<file path="config.mk">
export PLATFORM = sky130hd
export DESIGN_NAME = seg7_reader
export DESIGN_NICKNAME = d
export VERILOG_FILES = /design/src/rtl/seg7_reader.sv
export SDC_FILE = /design/constraint.sdc
export NUM_CORES = 1
export LEC_CHECK = 0
export ABC_AREA = 1
export ABC_CLOCK_PERIOD_IN_PS = 2000
export BUFFER_PORTS_ARGS = -buffer_cell sky130_fd_sc_hd__buf_2
export CAP_MARGIN = 20
export CORE_MARGIN = 2
export CORE_UTILIZATION = 25
export DETAILED_ROUTE_END_ITERATION = 10
export SLEW_MARGIN = 40
export SYNTH_ARGS = -nofsm -noshare
export SYNTH_HDL_FRONTEND = slang
export SYNTH_SLANG_ARGS = --single-unit
</file>
<file path="constraint.sdc">
create_clock -name clk -period 2 [get_ports clk]
set_input_delay 0.4 -clock clk [delete_from_list [all_inputs] [get_ports clk]]
set_output_delay 0.4 -clock clk [all_outputs]
set_load 0.005 [all_outputs]
</file>
<file path="src/rtl/seg7_reader.sv">
// Observes a 7-segment bus, waits for each pattern to hold steady, and reports
// new stable patterns as digit/blank/illegal over valid/ready. Optional error counter: SEG7_READER_ERRCNT_EN.
module seg7_reader #(
  parameter int STABLE_CYCLES = 4,
  parameter bit ACTIVE_LOW    = 1'b1
) (
  input  logic       clk,
  input  logic       rst,
  input  logic [6:0] display,
  output logic [3:0] value,
  output logic       blank,
  output logic       illegal,
  output logic       valid,
  input  logic       ready,
  output logic       overrun
`ifdef SEG7_READER_ERRCNT_EN
  ,
  output logic [7:0] err_count
`endif
);

  typedef enum logic [1:0] {IDLE, SETTLE, LOCKED} state_t;

  localparam logic [7:0] CNT_LAST = 8'(STABLE_CYCLES - 1);

  state_t     state_q, state_d;
  logic [6:0] samp_q, samp_d;
  logic [7:0] cnt_q, cnt_d;
  logic [6:0] acc_q, acc_d;
  logic       have_q, have_d;
  logic [3:0] value_q, value_d;
  logic       blank_q, blank_d;
  logic       illegal_q, illegal_d;
  logic       valid_q, valid_d;
  logic       overrun_q, overrun_d;
  logic [7:0] err_q, err_d;

  logic [6:0] seg;
  logic       changed;
  logic       accept;
  logic       emit;
  logic [5:0] dec;

  // Glyph decode, returns {illegal, blank, value}; illegal codes force value to 0.
  function automatic logic [5:0] decode(input logic [6:0] s);
    case (s)
      7'h3F: decode = {2'b00, 4'h0};
      7'h06: decode = {2'b00, 4'h1};
      7'h5B: decode = {2'b00, 4'h2};
      7'h4F: decode = {2'b00, 4'h3};
      7'h66: decode = {2'b00, 4'h4};
      7'h6D: decode = {2'b00, 4'h5};
      7'h7D: decode = {2'b00, 4'h6};
      7'h07: decode = {2'b00, 4'h7};
      7'h7F: decode = {2'b00, 4'h8};
      7'h6F: decode = {2'b00, 4'h9};
      7'h77: decode = {2'b00, 4'hA};
      7'h7C: decode = {2'b00, 4'hB};
      7'h39: decode = {2'b00, 4'hC};
      7'h5E: decode = {2'b00, 4'hD};
      7'h79: decode = {2'b00, 4'hE};
      7'h71: decode = {2'b00, 4'hF};
      7'h00: decode = {2'b01, 4'h0};
      default: decode = {2'b10, 4'h0};
    endcase
  endfunction

  assign seg     = ACTIVE_LOW ? ~display : display;
  assign changed = (seg != samp_q);
  assign dec     = decode(samp_q);

  always_ff @(posedge clk) begin
    if (rst) begin
      state_q   <= IDLE;
      cnt_q     <= 8'd0;
      have_q    <= 1'b0;
      value_q   <= 4'h0;
      blank_q   <= 1'b0;
      illegal_q <= 1'b0;
      valid_q   <= 1'b0;
      overrun_q <= 1'b0;
      err_q     <= 8'd0;
    end else begin
      state_q   <= state_d;
      cnt_q     <= cnt_d;
      have_q    <= have_d;
      value_q   <= value_d;
      blank_q   <= blank_d;
      illegal_q <= illegal_d;
      valid_q   <= valid_d;
      overrun_q <= overrun_d;
      err_q     <= err_d;
    end
    samp_q <= samp_d;
    acc_q  <= acc_d;
  end

  // Settling state machine: restart the count on any change, accept after a full hold.
  always_comb begin
    state_d = state_q;
    samp_d  = samp_q;
    cnt_d   = cnt_q;
    accept  = 1'b0;
    case (state_q)
      IDLE: begin
        samp_d  = seg;
        cnt_d   = 8'd0;
        state_d = SETTLE;
      end
      SETTLE: begin
        if (changed) begin
          samp_d = seg;
          cnt_d  = 8'd0;
        end else if (cnt_q == CNT_LAST) begin
          accept  = 1'b1;
          state_d = LOCKED;
        end else begin
          cnt_d = cnt_q + 8'd1;
        end
      end
      LOCKED: begin
        if (changed) begin
          samp_d  = seg;
          cnt_d   = 8'd0;
          state_d = SETTLE;
        end
      end
      default: state_d = IDLE;
    endcase
    if (rst) samp_d = seg;
  end

  // Result registers and handshake; a repeat of the last accepted code is suppressed.
  always_comb begin
    acc_d     = acc_q;
    have_d    = have_q;
    value_d   = value_q;
    blank_d   = blank_q;
    illegal_d = illegal_q;
    valid_d   = valid_q;
    overrun_d = overrun_q;
    err_d     = err_q;
    emit      = accept && (!have_q || samp_q != acc_q);
    if (accept) begin
      acc_d  = samp_q;
      have_d = 1'b1;
    end
    if (emit) begin
      value_d   = dec[3:0];
      blank_d   = dec[4];
      illegal_d = dec[5];
      valid_d   = 1'b1;
      if (valid_q && !ready) overrun_d = 1'b1;
      if (dec[5] && err_q != 8'hFF) err_d = err_q + 8'd1;
    end else if (valid_q && ready) begin
      valid_d = 1'b0;
    end
  end

  assign value   = value_q;
  assign blank   = blank_q;
  assign illegal = illegal_q;
  assign valid   = valid_q;
  assign overrun = overrun_q;
`ifdef SEG7_READER_ERRCNT_EN
  assign err_count = err_q;
`else
  logic unused_err;
  assign unused_err = ^err_q;
`endif

endmodule

</file>
==> results of run 1 <==
[stage by stage]
step / hold slack, ns / setup WS, ns / area [um2] / util [%] / cells
floorplan: 0.421 / 0.277 / 2060 / - / 306
global placement: 0.441 / 0.291 / 2320 / 28.7 / 432
detailed placement: 0.442 / 0.244 / 2320 / 28.7 / 432
CTS: 0.358 / 0.267 / 2410 / 29.8 / 440
global route: 0.368 / 0.0229 / 2410 / 29.8 / 440
finish: 0.378 / 0.281 / 2410 / 29.8 / 440
[power by group through the flow]
stage	combinational, uW	clock [uW]	sequential [uW]
4_1_cts	191	540	736
5_1_grt	218	561	739
3_3_place_gp	190	0	750
2_1_floorplan	134	0	749
6_report	189	511	736
3_5_place_dp	190	0	752
[cells in the final DEF, fill, tap and decap left out, drive strengths merged]
cell type and instances:
inv 43, a31o 1, edfxtp 14, nand2 94, xor2 3, nor2 65, nor3 5, a41oi 1
o22ai 1, or2 1, and3 1, dfxtp 19, nand4 5, buf 27, a22oi 1, ha 5
a21oi 11, nand3b 4, clkbuf 8, xnor2 1, o21ai 4, nand3 20, clkinv 1
[worst paths after layout]
| check | start | slack, ns | endpoint | cells after the start |
|---|---|---|---|---|
| max reg2reg | samp_q[2]$_DFFE_PP_ | 0.28 | illegal$_SDFFE_PP0P_ | 7 |
| max | samp_q[2]$_DFFE_PP_ | 0.28 | illegal$_SDFFE_PP0P_ | 7 |
| min reg2reg | overrun$_SDFFE_PP0P_ | 0.45 | overrun$_SDFFE_PP0P_ | 2 |
| min | display[0] | 0.38 | samp_q[0]$_DFFE_PP_ | 2 |
[area by class of cell]
type,instances,area [um2]
clock buffers,8,90.1
fillers,910,5680
inverters,44,165
multi-input cells,223,1050
flip-flops and latches,33,801
well taps,105,131
repair buffers,27,173
[flip-flops by register name (all words and copies together), names as in the netlist]
name	count
cnt_q	8
illegal	1
acc_q	7
blank	1
overrun	1
state_q	2
valid	1
have_q	1
value	4
samp_q	7
[metal layers]
| metal | routed length, um | track usage, % | vias to the layer above | share of wire (%) |
|---|---|---|---|---|
| met2 | 2030 | 18.6 | 31 | 47 |
| met4 | 70 | 5.43 | 0 | 1.6 |
| met3 | 151 | 2.63 | 6 | 3.5 |
| met5 | 0 | 0 | - | 0 |
| li1 | - | - | 1008 | - |
| met1 | 2060 | 12.5 | 823 | 48 |
[kinds of logic after synthesis]
kind of cell             share of synthesized area [%]
AND/OR/NAND/NOR                                   41.0
adder cells (fa/ha/maj)                           3.03
buffers and inverters                             10.3
XOR/XNOR                                          1.70
AO/OA/AOI/OAI                                     5.16
flip-flops                                        38.8
==> flow_metrics.py, run 1 <==
metrics = {
    "status": {
        "status": "finished, final reports clean",
    },
    "critical_path": {
        "path_buf_inv": 0,
        "cpMaxStageDelayCell": "edfxtp_1",
        "worstPathArrival_ns": 1.90,
        "crit_type": "reg -> reg",
        "worst_ep_required_time_ns": 2.18,
        "cp_slowest_stage_delay_ns": 0.50,
        "worstSetupStartpointType": "register",
        "crit_top_cell": "nand2_1",
        "worstPathCellList": "or2_2 -> a22oi_1 -> nand4_4 -> nand2_4 -> nand2_1 -> nand2_1 -> nor2_1",
        "cp_max_fo": 9,
        "critical-path-top-delay-family": "simple AND/OR/NAND/NOR gates",
        "cp-end-kind": "register",
    },
    "detailed_routing": {
        "vias": 1868,
        "post_drt_wl_per_cell_um": 9.81,
        "via_per_inst": 4.25,
        "drcViolationCount": 0,
        "dr.pass1.iters": 4,
        "drtIter0Drc": 71,
        "totalWireLength_mm": 4.32,
        "ant_nets": 0,
    },
    "worst_hold_path": {
        "hold_path.class": "in -> reg",
    },
    "timing": {
        "fmax_mhz": 582,
        "final.period_utilization_pct": 86.0,
        "setup_viol_count_final": 0,
        "setup_tns_ns": 0,
        "maxSlewViolCount": 0,
        "hold_viol_final": 0,
        "period_needed_ns": 1.72,
        "rsz0062_at_grt": "false",
        "tightest_slew_ns": 0.355,
        "fin_skew_ns": 0.00854,
        "maxSlewHeadroom_pct": 76.1,
    },
    "synthesis": {
        "syn_nets": 321,
        "yosys.area.top_type": "edfxtp_1",
        "ys_warn_count": 0,
        "synth_edf_count": 14,
        "async_flop_share_pct": 0,
        "synth_ff_type": "dfxtp_1",
        "yosysMostFrequentCell": "nand2_1",
        "yosysTopAreaCellShare_pct": 20.4,
        "synth_cells": 306,
        "ys_types": 29,
        "ys_seq_elements": 33,
        "syn-cell-area_um2": 2060,
        "synthTopCellsByCount": "93 x nand2_1, 62 x nor2_1, 43 x inv_1",
        "synth_area_leaders": "edfxtp_1 20%, dfxtp_1 18%, nand2_1 17%, nor2_1 11%, inv_1 7.8%",
        "synth_area_per_cell_um2": 6.74,
        "ys_seq_area_share_pct": 38.8,
    },
    "clock_tree": {
        "cts_tree": "built",
        "numCtsBuffers": 5,
        "postCtsHoldBufs": 0,
        "ctsResizeCount": 0,
        "post_cts_buffers": 0,
        "clockBufferDepth": 2,
        "root_buffer": "clkbuf_8",
        "h-tree-depth": 2,
        "clock-sinks": 33,
        "worstSkewPairLatency_ns": 0.28,
        "path_clk_slew_ns": 0.07,
    },
    "power_and_ir_drop": {
        "p_clk_share_pct": 35.6,
        "finalPower_uw": 1440,
        "power_frac_seq_pct": 51.3,
        "power_density_nw_per_um2": 596,
        "p_leak_uw": 0.00120,
        "comb_power_share_pct": 13.2,
        "internal_power_uw": 1070,
        "power.switching_uw": 368,
        "p_sw_share_pct": 25.6,
        "peakVddDrop_mv": 0.190,
    },
    "floorplanning": {
        "die_area_um2": 9000,
        "start_util_pct": 25.5,
        "core_um2": 8090,
        "die_h_um": 94.8,
        "rows": 33,
        "ios": 18,
        "die_x_um": 94.8,
    },
    "placed_design": {
        "hpwl_mm": 3.38,
        "gp_congestion": 0.850,
        "port_buffers": 17,
    },
    "global_route": {
        "gr-total-overflow": 0,
        "antenna_found_initial": 0,
        "grtUsageTotal_pct": 10.8,
        "grt_max_degree": 14,
        "grt_pass1_wl_mm": 7.65,
        "grt_pass1_vias": 1787,
    },
    "job": {
        "cap_violations": 0,
    },
    "cells_and_area": {
        "antennaDiodeCount": 0,
        "area_growth_pct": 16.8,
        "num-nets-final": 349,
        "drive_above_1_share_pct": 12.2,
    },
}
Power figures use the tool's default switching activity.
==> run 2: changes to the inputs <==
Settings changed: CORE_ASPECT_RATIO from default to 1.1.
==> run 2 against run 1 <==
Sequential share of layout area shrank 0.052 points. Final cell count rose by 0.68%. Via count increased by 1.0%. Clock skew shrank 0.00066 ns. Routed wire length up 2.8%. Power rose by 0.62%. Critical endpoint is now blank$_SDFFE_PP0P_. Largest power group unchanged.
==> flow_metrics.py, run 2 (synthesis results as in run 1) <==
metrics = {
    "placed_design": {
        "port_buffers": 17,
        "dp.cells": 435,
        "hpwl_mm": 3.52,
        "gp_congestion": 0.892,
    },
    "critical_path": {
        "worstPathArrival_ns": 1.97,
        "rr_startpoint": "samp_q[2]$_DFFE_PP_",
        "crit_type": "reg -> reg",
        "reg2reg_depth": 6,
        "worst_ep_required_time_ns": 2.21,
        "worstSetupStartpointType": "register",
        "startpoint": "samp_q[2]$_DFFE_PP_",
        "cp-end-kind": "register",
        "worst_r2r_endpoint": "blank$_SDFFE_PP0P_",
        "r2r_slack_ns": 0.25,
        "cp_max_fo": 9,
    },
    "cells_and_area": {
        "largest_register_ffs": 8,
        "post-route-util_pct": 30.3,
        "layoutNonFillerInstCount": 443,
        "registers.top_by_ff_count": "cnt_q",
        "num-nets-final": 349,
        "nFillCells": 894,
        "area_growth_pct": 17.0,
        "register_area_um2": 801,
        "antennaDiodeCount": 0,
        "multi_input_area_um2": 1050,
        "final_cell_mix": "93 x nand2_1, 62 x nor2_1, 43 x inv_1, 19 x nand3_1, 19 x dfxtp_1",
        "top_regs": "cnt_q (8), acc_q (7), samp_q (7)",
        "final_common_cell": "nand2_1",
        "drive_above_1_share_pct": 12.2,
    },
    "timing": {
        "final.period_utilization_pct": 87.6,
        "maxSlewHeadroom_pct": 75.1,
        "setup_viol_count_final": 0,
        "tightest_slew_ns": 0.370,
        "setup_tns_ns": 0,
        "maxSlewViolCount": 0,
        "rsz0062_at_grt": "false",
        "period_needed_ns": 1.75,
        "fin_skew_ns": 0.00788,
        "fmax_mhz": 571,
        "hold_viol_final": 0,
    },
    "clock_tree": {
        "ctsResizeCount": 0,
        "clock-sinks": 33,
        "path_clk_slew_ns": 0.07,
        "root_buffer": "clkbuf_8",
        "postCtsHoldBufs": 0,
        "cts_tree": "built",
        "clockBufferDepth": 2,
        "numCtsBuffers": 5,
        "post_cts_buffers": 0,
        "worstSkewPairLatency_ns": 0.28,
        "h-tree-depth": 2,
    },
    "floorplanning": {
        "start_util_pct": 25.9,
        "ios": 18,
        "die_h_um": 99.3,
        "rows": 34,
        "core_um2": 7960,
        "die_area_um2": 9000,
        "die_x_um": 90.6,
    },
    "status": {
        "status": "finished, final reports clean",
    },
    "detailed_routing": {
        "vias": 1887,
        "post_drt_wl_per_cell_um": 10.0,
        "ant_nets": 0,
        "totalWireLength_mm": 4.44,
        "via_per_inst": 4.26,
        "drcViolationCount": 0,
        "drtIter0Drc": 73,
        "dr.pass1.iters": 4,
    },
    "global_route": {
        "antenna_found_initial": 0,
        "grtUsageTotal_pct": 11.0,
        "gr-total-overflow": 0,
        "grt_pass1_wl_mm": 8.13,
        "grt_max_degree": 14,
        "grt_pass1_vias": 1933,
    },
    "power_and_ir_drop": {
        "peakVddDrop_mv": 0.298,
        "power_density_nw_per_um2": 599,
        "p_leak_uw": 0.00120,
    },
    "worst_hold_path": {
        "holdPathStages": 2,
        "min_from": "display[6]",
        "hold_path.class": "in -> reg",
        "worstHoldEndpoint": "samp_q[6]$_DFFE_PP_",
    },
    "job": {
        "cap_violations": 0,
    },
}
## run 2: cell counts in the layout (fill, tap and decap cells not counted)
Identical to the previous run, type by type.
## run 2: cell type report
type,instances,share of cell area [%]
repair buffers,27,7.15
multi-input cells,223,43.5
clock buffers,8,3.73
inverters,44,6.84
well taps,108,5.60
flip-flops and latches,33,33.2
## run 2: critical path: stages (launching register included)
cell and delay [ns]:
edfxtp_1 0.51, or2_2 0.34, a22oi_1 0.25, nand4_4 0.22, nand2_4 0.16, nand2_1 0.07, a21oi_1 0.12
## run 2: power by group
| group | total, uW | internal [uW] | switching, uW |
|---|---|---|---|
| clock network | 518 | 281 | 238 |
| logic | 191 | 66.0 | 125 |
| registers | 736 | 722 | 14.4 |
## run 2: metal layers
metal  vias to the layer above  routed length (um)  part of all wire, %  track usage [%]
met1                       834                2010                   45             12.1
met5                         -                   0                    0                0
met4                         0                 170                  3.8             6.63
li1                       1007                   -                    -                -
met3                        16                 121                  2.7             2.88
met2                        30                2140                   48             19.1
## run 2: through the flow
stage	area, um2	setup slack, ns	hold WS, ns	total power (uW)
2_1_floorplan	2060	0.277	0.421	883
3_3_place_gp	2320	0.262	0.443	940
3_5_place_dp	2320	0.216	0.450	942
4_1_cts	2410	0.224	0.362	1470
5_1_grt	2410	0.0190	0.373	1520
6_report	2410	0.249	0.368	1450
## run 2: worst max path at each step
stage	end	slack, ns	cells past startpoint
CTS	acc_q[0]$_DFFE_PP_	0.22	8
global placement	acc_q[1]$_DFFE_PP_	0.26	9
detailed placement	acc_q[1]$_DFFE_PP_	0.22	9
floorplan	samp_q[0]$_DFFE_PP_	0.28	4
global route	cnt_q[1]$_SDFFE_PP0P_	0.02	11
finish	blank$_SDFFE_PP0P_	0.25	6
==> run 3: changes to the inputs <==
Settings changed: BUFFER_PORTS_ARGS -buffer_cell sky130_fd_sc_hd__buf_2 to -buffer_cell sky130_fd_sc_hd__buf_4, CORE_ASPECT_RATIO 1.1 to default, CORE_UTILIZATION 25 to 47, PLACE_DENSITY from default to 0.65.
==> run 3 against run 2 <==
Global-route usage is 8.0 points higher. Utilization is 25 points higher. Clock skew hardly changed. Cell area is 0.88% lower. Fmax is 4.0% higher. Flip-flop and latch count stayed put. Non-clock buffer count is 1 higher. Critical path type unchanged. Critical endpoint is now cnt_q[0]$_SDFFE_PP0P_. Largest power group unchanged.
==> flow_metrics.py, run 3 (synthesis results as in run 1) <==
metrics = {
    "floorplanning": {
        "die_x_um": 70.3,
        "start_util_pct": 48.0,
        "die_h_um": 70.3,
        "ios": 18,
        "rows": 24,
        "die_area_um2": 4940,
        "core_um2": 4290,
    },
    "clock_tree": {
        "ctsResizeCount": 0,
        "cts_tree": "built",
        "path_clk_slew_ns": 0.07,
        "post_cts_buffers": 0,
        "clockBufferDepth": 2,
        "root_buffer": "clkbuf_8",
        "worstSkewPairLatency_ns": 0.28,
        "clock-sinks": 33,
        "postCtsHoldBufs": 0,
        "h-tree-depth": 2,
        "numCtsBuffers": 5,
    },
    "cells_and_area": {
        "top_regs": "cnt_q (8), acc_q (7), samp_q (7)",
        "antennaDiodeCount": 0,
        "registers.top_by_ff_count": "cnt_q",
        "num-nets-final": 350,
        "final_common_cell": "nand2_1",
        "area_growth_pct": 15.9,
        "drive_above_1_share_pct": 13.1,
        "largest_register_ffs": 8,
        "final_cell_mix": "93 x nand2_1, 62 x nor2_1, 43 x inv_1, 28 x buf_4",
        "fin_area_um2": 2390,
    },
    "power_and_ir_drop": {
        "power_density_nw_per_um2": 620,
        "p_leak_uw": 0.00122,
        "peakVddDrop_mv": 0.350,
        "finalPower_uw": 1480,
    },
    "critical_path": {
        "r2r_slack_ns": 0.32,
        "rr_startpoint": "samp_q[1]$_DFFE_PP_",
        "worstSetupStartpointType": "register",
        "worstPathArrival_ns": 1.86,
        "worst_setup_path_endpoint": "cnt_q[0]$_SDFFE_PP0P_",
        "cp-end-kind": "register",
        "worst_ep_required_time_ns": 2.18,
        "cp_max_fo": 11,
        "startpoint": "samp_q[1]$_DFFE_PP_",
        "crit_type": "reg -> reg",
        "reg2reg_depth": 11,
        "worst_r2r_endpoint": "cnt_q[0]$_SDFFE_PP0P_",
    },
    "timing": {
        "rsz0062_at_grt": "false",
        "setup_tns_ns": 0,
        "tightest_slew_ns": 0.368,
        "final.period_utilization_pct": 84.2,
        "maxSlewHeadroom_pct": 75.3,
        "fmax_mhz": 594,
        "maxSlewViolCount": 0,
        "period_needed_ns": 1.68,
        "holdWs_ns": 0.377,
        "timing.final.ws_setup_ns": 0.315,
        "fin_skew_ns": 0.00815,
        "hold_viol_final": 0,
        "setup_viol_count_final": 0,
    },
    "global_route": {
        "gr-total-overflow": 0,
        "grtUsageTotal_pct": 19.0,
        "grt_max_degree": 14,
        "grt_pass1_wl_mm": 7.47,
        "antenna_found_initial": 0,
        "grt_pass1_vias": 1682,
    },
    "detailed_routing": {
        "drtIter0Drc": 114,
        "post_drt_wl_per_cell_um": 10.7,
        "dr.pass1.iters": 4,
        "totalWireLength_mm": 4.16,
        "drcViolationCount": 0,
        "vias": 1857,
        "ant_nets": 0,
        "via_per_inst": 4.79,
    },
    "placed_design": {
        "gp_congestion": 0.809,
        "post-place-ws_ns": 0.266,
        "hpwl_mm": 3.25,
        "postPlaceCellArea_um2": 2290,
        "port_buffers": 17,
    },
    "job": {
        "cap_violations": 0,
    },
    "worst_hold_path": {
        "min_from": "display[0]",
        "hold_path.class": "in -> reg",
    },
    "status": {
        "status": "finished, final reports clean",
    },
}
## run 3: changes by cell type in the layout (fill, tap and decap cells not counted), sizes merged
cell    before  now
clkbuf       8    7
buf         27   28
clkinv       1    2
## run 3: how the worst min path moves through the flow
stage	endpoint	slack (ns)	cells after the start
6_report	samp_q[0]$_DFFE_PP_	0.38	2
5_1_grt	samp_q[0]$_DFFE_PP_	0.37	2
4_1_cts	samp_q[0]$_DFFE_PP_	0.37	2
3_5_place_dp	overrun$_SDFFE_PP0P_	0.45	2
3_3_place_gp	overrun$_SDFFE_PP0P_	0.44	2
2_1_floorplan	acc_q[6]$_DFFE_PP_	0.42	0
## run 3: area by class of cell
type	instances	area (um2)
tap	52	65.1
multi-input combinational	223	1050
clock buffer	7	96.3
timing repair buffer	28	210
clock inverter	1	5.00
inverter	44	165
sequential	33	801
fill	438	1900
## run 3: per-stage QoR
stage          cells  util (%)
6_report         388      55.7
5_1_grt          388      55.7
4_1_cts          388      55.7
3_5_place_dp     380      53.4
3_3_place_gp     380      53.4
2_1_floorplan    306         -
## run 3: critical path: stages (launching register included)
cell and delay, ns:
edfxtp_1 0.38, inv_1 0.18, nand2_1 0.07, nand2_1 0.06, nand2_1 0.08, nor2_4 0.19, nand3_1 0.14, nand2_1 0.11
nor2_1 0.05, buf_4 0.16, nor2_1 0.11, nor2_1 0.06
## run 3: per-layer routing
layer	track usage [%]	vias to the layer above	part of all wire [%]
met5	0	-	0
met4	6.41	0	1.4
met3	4.33	5	3.4
met2	30.2	27	44
met1	25.5	815	51
li1	-	1010	-
## run 3: report_power, final
part           switching (uW)  leakage (uW)  internal (uW)
Sequential               13.0      0.000289            722
Clock                     239     0.0000542            311
Combinational             125      0.000872           73.2
Total                     377       0.00122           1110
